<file path="config.mk">
export PLATFORM = sky130hd
export DESIGN_NAME = seq_multiplier_flat
export DESIGN_NICKNAME = d
export VERILOG_FILES = /design/src/rtl/seq_multiplier_if.sv /design/src/rtl/seq_multiplier.sv /design/src/flat_wrapper.sv
export SDC_FILE = /design/constraint.sdc
export NUM_CORES = 1
export LEC_CHECK = 0
export CORE_MARGIN = 1.5
export CORE_UTILIZATION = 45
export CTS_CLUSTER_DIAMETER = 60
export DETAILED_ROUTE_END_ITERATION = 10
export PLACE_DENSITY = 0.69
export SYNTH_ARGS = -nofsm -noshare
export SYNTH_HDL_FRONTEND = slang
export SYNTH_SLANG_ARGS = --single-unit
</file>
<file path="constraint.sdc">
create_clock -name Clock -period 3.7 [get_ports Clock]
set_input_delay 0.37 -clock Clock [delete_from_list [all_inputs] [get_ports Clock]]
set_output_delay 0.37 -clock Clock [all_outputs]
set_load 0.01 [all_outputs]
</file>
<file path="src/rtl/seq_multiplier_if.sv">
// Operand/result bundle between the decode stage, the iterative multiplier and the register file.
interface seq_multiplier_if #(
  parameter int WIDTH = 16
);
  logic                 Start;
  logic [WIDTH-1:0]     OperandA;
  logic [WIDTH-1:0]     OperandB;
  logic                 SignedOp;
  logic                 Busy;
  logic                 Done;
  logic [2*WIDTH-1:0]   MulResult;
  logic                 MulRegWrite;

  modport master (
    output Start, OperandA, OperandB, SignedOp,
    input  Busy, Done, MulResult, MulRegWrite
  );

  modport slave (
    input  Start, OperandA, OperandB, SignedOp,
    output Busy, Done, MulResult, MulRegWrite
  );
endinterface

</file>
<file path="src/rtl/seq_multiplier.sv">
// Iterative shift-add WIDTH x WIDTH multiplier feeding the register file's MULREG write port.
// Define SIGNED_MUL_EN to honour SignedOp (sign-magnitude conversion plus final negation).
module seq_multiplier #(
  parameter int WIDTH = 16,
  parameter int CNT_W = 5
) (
  input  logic            Clock,
  input  logic            ResetN,
  seq_multiplier_if.slave mulIf
);

  typedef enum logic [1:0] {IDLE, RUN, DONE} state_t;

  localparam logic [CNT_W-1:0] LAST_ITER = CNT_W'(WIDTH - 1);

  state_t               state;
  state_t               stateNext;
  logic                 accept;
  logic                 lastIter;

  logic [WIDTH-1:0]     mcand;
  logic [WIDTH-1:0]     mplier;
  logic [WIDTH-1:0]     accHi;
  logic [CNT_W-1:0]     count;
  logic [2*WIDTH-1:0]   mulResult;

  logic [WIDTH:0]       partial;
  logic [2*WIDTH-1:0]   product;
  logic [2*WIDTH-1:0]   finalResult;
  logic [WIDTH-1:0]     loadA;
  logic [WIDTH-1:0]     loadB;

  always_ff @(posedge Clock or negedge ResetN) begin
    if (!ResetN) state <= IDLE;
    else         state <= stateNext;
  end

  always_comb begin
    stateNext = state;
    accept    = 1'b0;
    lastIter  = 1'b0;
    unique case (state)
      IDLE: if (mulIf.Start) begin
        accept    = 1'b1;
        stateNext = RUN;
      end
      RUN: if (count == LAST_ITER) begin
        lastIter  = 1'b1;
        stateNext = DONE;
      end
      DONE:    stateNext = IDLE;
      default: stateNext = IDLE;
    endcase
  end

  // Upper half plus carry; the multiplier register doubles as the low half of the accumulator.
  always_comb begin
    partial = {1'b0, accHi} + (mplier[0] ? {1'b0, mcand} : '0);
  end

  assign product = {partial[WIDTH:1], partial[0], mplier[WIDTH-1:1]};

`ifdef SIGNED_MUL_EN
  logic signA;
  logic signB;
  logic negate;

  assign signA = mulIf.SignedOp & mulIf.OperandA[WIDTH-1];
  assign signB = mulIf.SignedOp & mulIf.OperandB[WIDTH-1];
  // 0x8000 negates to itself, which is the correct unsigned magnitude.
  assign loadA = signA ? (~mulIf.OperandA + 1'b1) : mulIf.OperandA;
  assign loadB = signB ? (~mulIf.OperandB + 1'b1) : mulIf.OperandB;
  assign finalResult = negate ? (~product + 1'b1) : product;

  always_ff @(posedge Clock or negedge ResetN) begin
    if (!ResetN)     negate <= 1'b0;
    else if (accept) negate <= signA ^ signB;
  end
`else
  logic unusedSignedOp;

  assign unusedSignedOp = mulIf.SignedOp;
  assign loadA          = mulIf.OperandA;
  assign loadB          = mulIf.OperandB;
  assign finalResult    = product;
`endif

  always_ff @(posedge Clock or negedge ResetN) begin
    if (!ResetN) begin
      mcand     <= '0;
      mplier    <= '0;
      accHi     <= '0;
      count     <= '0;
      mulResult <= '0;
    end else if (accept) begin
      mcand  <= loadA;
      mplier <= loadB;
      accHi  <= '0;
      count  <= '0;
    end else if (state == RUN) begin
      accHi  <= partial[WIDTH:1];
      mplier <= {partial[0], mplier[WIDTH-1:1]};
      count  <= count + 1'b1;
      if (lastIter) mulResult <= finalResult;
    end
  end

  assign mulIf.Busy        = (state != IDLE);
  assign mulIf.Done        = (state == DONE);
  assign mulIf.MulRegWrite = (state == DONE);
  assign mulIf.MulResult   = mulResult;

endmodule

</file>
<file path="src/flat_wrapper.sv">
// flat-port wrapper written by rule: the top's interface ports become plain ports
module seq_multiplier_flat 
#(
  parameter int WIDTH = 16,
  parameter int CNT_W = 5
)
  (Clock, ResetN, mulIf_Start, mulIf_OperandA, mulIf_OperandB, mulIf_SignedOp, mulIf_Busy, mulIf_Done, mulIf_MulResult, mulIf_MulRegWrite);
  seq_multiplier_if #(.WIDTH(WIDTH)) mulIf_i ();
  input  logic Clock;
  input  logic ResetN;
  input wire logic [$bits(mulIf_i.Start)-1:0] mulIf_Start;
  input wire logic [$bits(mulIf_i.OperandA)-1:0] mulIf_OperandA;
  input wire logic [$bits(mulIf_i.OperandB)-1:0] mulIf_OperandB;
  input wire logic [$bits(mulIf_i.SignedOp)-1:0] mulIf_SignedOp;
  output wire logic [$bits(mulIf_i.Busy)-1:0] mulIf_Busy;
  output wire logic [$bits(mulIf_i.Done)-1:0] mulIf_Done;
  output wire logic [$bits(mulIf_i.MulResult)-1:0] mulIf_MulResult;
  output wire logic [$bits(mulIf_i.MulRegWrite)-1:0] mulIf_MulRegWrite;
  assign mulIf_i.Start = mulIf_Start;
  assign mulIf_i.OperandA = mulIf_OperandA;
  assign mulIf_i.OperandB = mulIf_OperandB;
  assign mulIf_i.SignedOp = mulIf_SignedOp;
  assign mulIf_Busy = mulIf_i.Busy;
  assign mulIf_Done = mulIf_i.Done;
  assign mulIf_MulResult = mulIf_i.MulResult;
  assign mulIf_MulRegWrite = mulIf_i.MulRegWrite;
  seq_multiplier #(.WIDTH(WIDTH), .CNT_W(CNT_W)) u_core (.Clock(Clock), .ResetN(ResetN), .mulIf(mulIf_i));
endmodule
</file>
==> metrics.txt <==
nets=623; GPL Wtd Cong=about 0.9; CP arrival=2.92 ns; Pwr Density=slightly below 800 nW/um^2; Longest Clk Path Bufs=2; DR pass1 iterations=4; post-place setup slack=approximately 1.1 ns; core area=roughly 9900 sq um; Wirelength per Cell=15.0 microns; total grt overflow=0; Top FF cell, synth=dfrtp_1; reg-to-reg startpoint=u_core.mplier[0]; die area=between 10000 and 15000 sq um; RSZ-0062 raised after global routing=false; Hold/Removal Path Class=input port to async pin; worst slew pin tran=approximately 1.1 ns; FF-to-FF setup slack=1.02 ns; H-tree Lvls=3; row count=36; Ys Warns=0; critical path peak fanout=7; Yosys top cell area share=about 47%; CP Launch Type=flop; top post-synthesis cells by area=dfrtp_1 47%, nand2_1 11%, ha_1 4.9%, o21ai_0 4.8%, a21oi_1 3.4%; first-pass GRT wire length=approximately 18000 microns; Vias/cell=roughly 5.4; Pint=around 2.7 mW; Syn Area/Cell=about 9 sq um; share of flip-flops with an asynchronous set or reset=100%; Flop pwr share=a little under two fifths; vias in the first global route=about 3800; Cells after DPL=690; initial antenna violation count=0; fin. max-slew vios=0; worst r2r path cells=8; dpl hpwl=7030 microns; Die H=~100 microns; Setup Skew=0.0146 ns; antenna diode count=0; max_cap viols=0; setup TNS=0 ns; Max VDD drop=roughly 0.35 mV; number of synthesized flops with an enable pin=0; sequential fraction of the synthesis area=47.2%; hold buffer count at cts=0; initial DRC count=~190; fin crit share=72.3%; cell taking the most area after synthesis=dfrtp_1; die width=between 100 and 150 microns; status=completed; IO Port Bufs=approximately 70; setup violators final=0; Clk network pwr share=between 15 and 20%; Syn-to-layout area delta=20.8%; Setup Buffers After CTS=0; P_sw=between 1.5 and 2 mW; largest net degree at the start of global routing=between 80 and 90; Slew HR=between 20% and 30%; Syn Nets=~570; Setup WS post-layout=about 1.0 ns; clock sink count=87; Min Hold Slack=between 0.2 and 0.25 ns; Final Routed Wirelength=10600 microns; GRT Resource Usage Total=20.6%; Leak=between 2 and 3 nW; clock slew at reported path FFs=around 0.09 ns; root buf cell=clkbuf_8; Netlist cell types=57; initial core utilization=a little under half; FMAX=~370 MHz; share of layout cells above drive strength 1=6.64%; Syn Inst Count=around 510; post-route ant nets=0; list of most frequent post-synthesis cells=130 x nand2_1, 87 x dfrtp_1, 44 x o21ai_0, 31 x a21oi_1; # IOs=71; crit path kind=flop to flop; CTS Buf Count=9; Final Hold Vio Count=0; Post-CTS Resized=0; Comb power frac=around 45%; Post-route DRC=0; Syn Std Cell Area=around 4600 sq um; RR Endpoint=u_core.accHi[11]; fillers=902; Layout Cells excl Fill=approximately 710; CP Capture Type=flop; switching share of power=a little under 40%; CTS tree=yes; Final min period=2.68 ns; FF+latch count, synth=just under 90; top-count cell post-synth=nand2_1; Required @ worst endpoint=between 3 and 4 ns; Skew-Pair Late Insertion Delay=0.36 ns; via count=roughly 3800
==> power groups by stage <==
| stage | clock, mW | combinational (mW) | sequential [mW] |
|---|---|---|---|
| after floorplan | 0 | 1.35 | 1.67 |
| after global placement | 0 | 1.95 | 1.69 |
| after detailed placement | 0 | 2.01 | 1.69 |
| after CTS | 0.759 | 2.02 | 1.69 |
| after global routing | 0.791 | 2.26 | 1.75 |
| final | 0.741 | 2.00 | 1.69 |
==> metal layers <==
metal  part of all wire [%]  routed length [microns]  track usage (%)
met5                      0                        0                0
met4                    1.6                      172             6.65
met3                    5.3                      562             3.63
met2                     46                     4830             32.3
met1                     47                     5020             29.0
==> cell type report <==
cell class | count | area [sq um] | area share [%]
clock inverters | 5 | 82.6 | 1.48
multi-input cells | 388 | 2250 | 40.3
clock buffers | 10 | 138 | 2.47
flip-flops and latches | 87 | 2180 | 39.1
inverters | 6 | 22.5 | 0.404
well taps | 133 | 166 | 2.99
repair buffers | 76 | 741 | 13.3
==> placed cells by master (no fill, tap or decap), types with 4 or more instances in the layout <==
cell type | Yosys | routed
a21o_1 | 5 | 5
a21oi_1 | 31 | 31
a22oi_1 | 16 | 16
and2_1 | 20 | 20
buf_4 | 3 | 8
clkbuf_8 | 0 | 10
clkdlybuf4s50_1 | 0 | 68
dfrtp_1 | 87 | 87
ha_1 | 18 | 18
inv_1 | 6 | 6
nand2_1 | 130 | 130
nand3_1 | 14 | 14
nand4_1 | 7 | 7
nor2_1 | 11 | 11
nor2b_1 | 20 | 19
o21a_1 | 4 | 4
o21ai_0 | 44 | 44
or3_1 | 4 | 4
xor2_1 | 5 | 5
==> critical path, cell delays in order, from the launching register on <==
cell      delay (ns)
dfrtp_1         0.46
and2_1          0.17
ha_1            0.20
fa_1            0.45
a211oi_2        0.31
o21ai_2         0.16
and3_1          0.22
or3_1           0.33
a32o_1          0.26
==> per-stage QoR <==
step / power, mW / utilization, % / cell area (sq um)
6_report: 4.43 / 56.5 / 5570
5_1_grt: 4.80 / 56.5 / 5570
4_1_cts: 4.46 / 56.5 / 5570
3_5_place_dp: 3.71 / 54.3 / 5350
3_3_place_gp: 3.65 / 54.3 / 5350
2_1_floorplan: 3.02 / - / 4610
==> kinds of logic after synthesis <==
kind of cell,Yosys count,synth area share [%]
AND/OR/NAND/NOR,226,22.9
AO/OA/AOI/OAI,136,19.0
flip-flops,87,47.2
buffers and inverters,38,4.18
adder cells (fa/ha/maj),19,5.32
XOR/XNOR,7,1.33
==> worst max-delay path by stage <==
stage / from / end / slack [ns] / cells past startpoint
floorplan: u_core.mplier[0] / u_core.accHi[11] / 1.12 / 9
global placement: u_core.mplier[0] / u_core.accHi[11] / 1.07 / 8
detailed placement: u_core.mplier[0] / u_core.accHi[11] / 1.05 / 8
CTS: u_core.mplier[0] / u_core.accHi[11] / 1.02 / 8
global route: u_core.mplier[0] / u_core.accHi[11] / 0.86 / 8
finish: u_core.mplier[0] / u_core.accHi[11] / 1.02 / 8
==> state kept, by name (all words and copies together), names as in the netlist <==
signal                  flops
u_core.mplier              16
u_core.count                5
u_core.mulIf.MulResult     32
u_core.mcand               16
u_core.accHi               16
u_core.state                2
(Power assumes the default switching activity.)
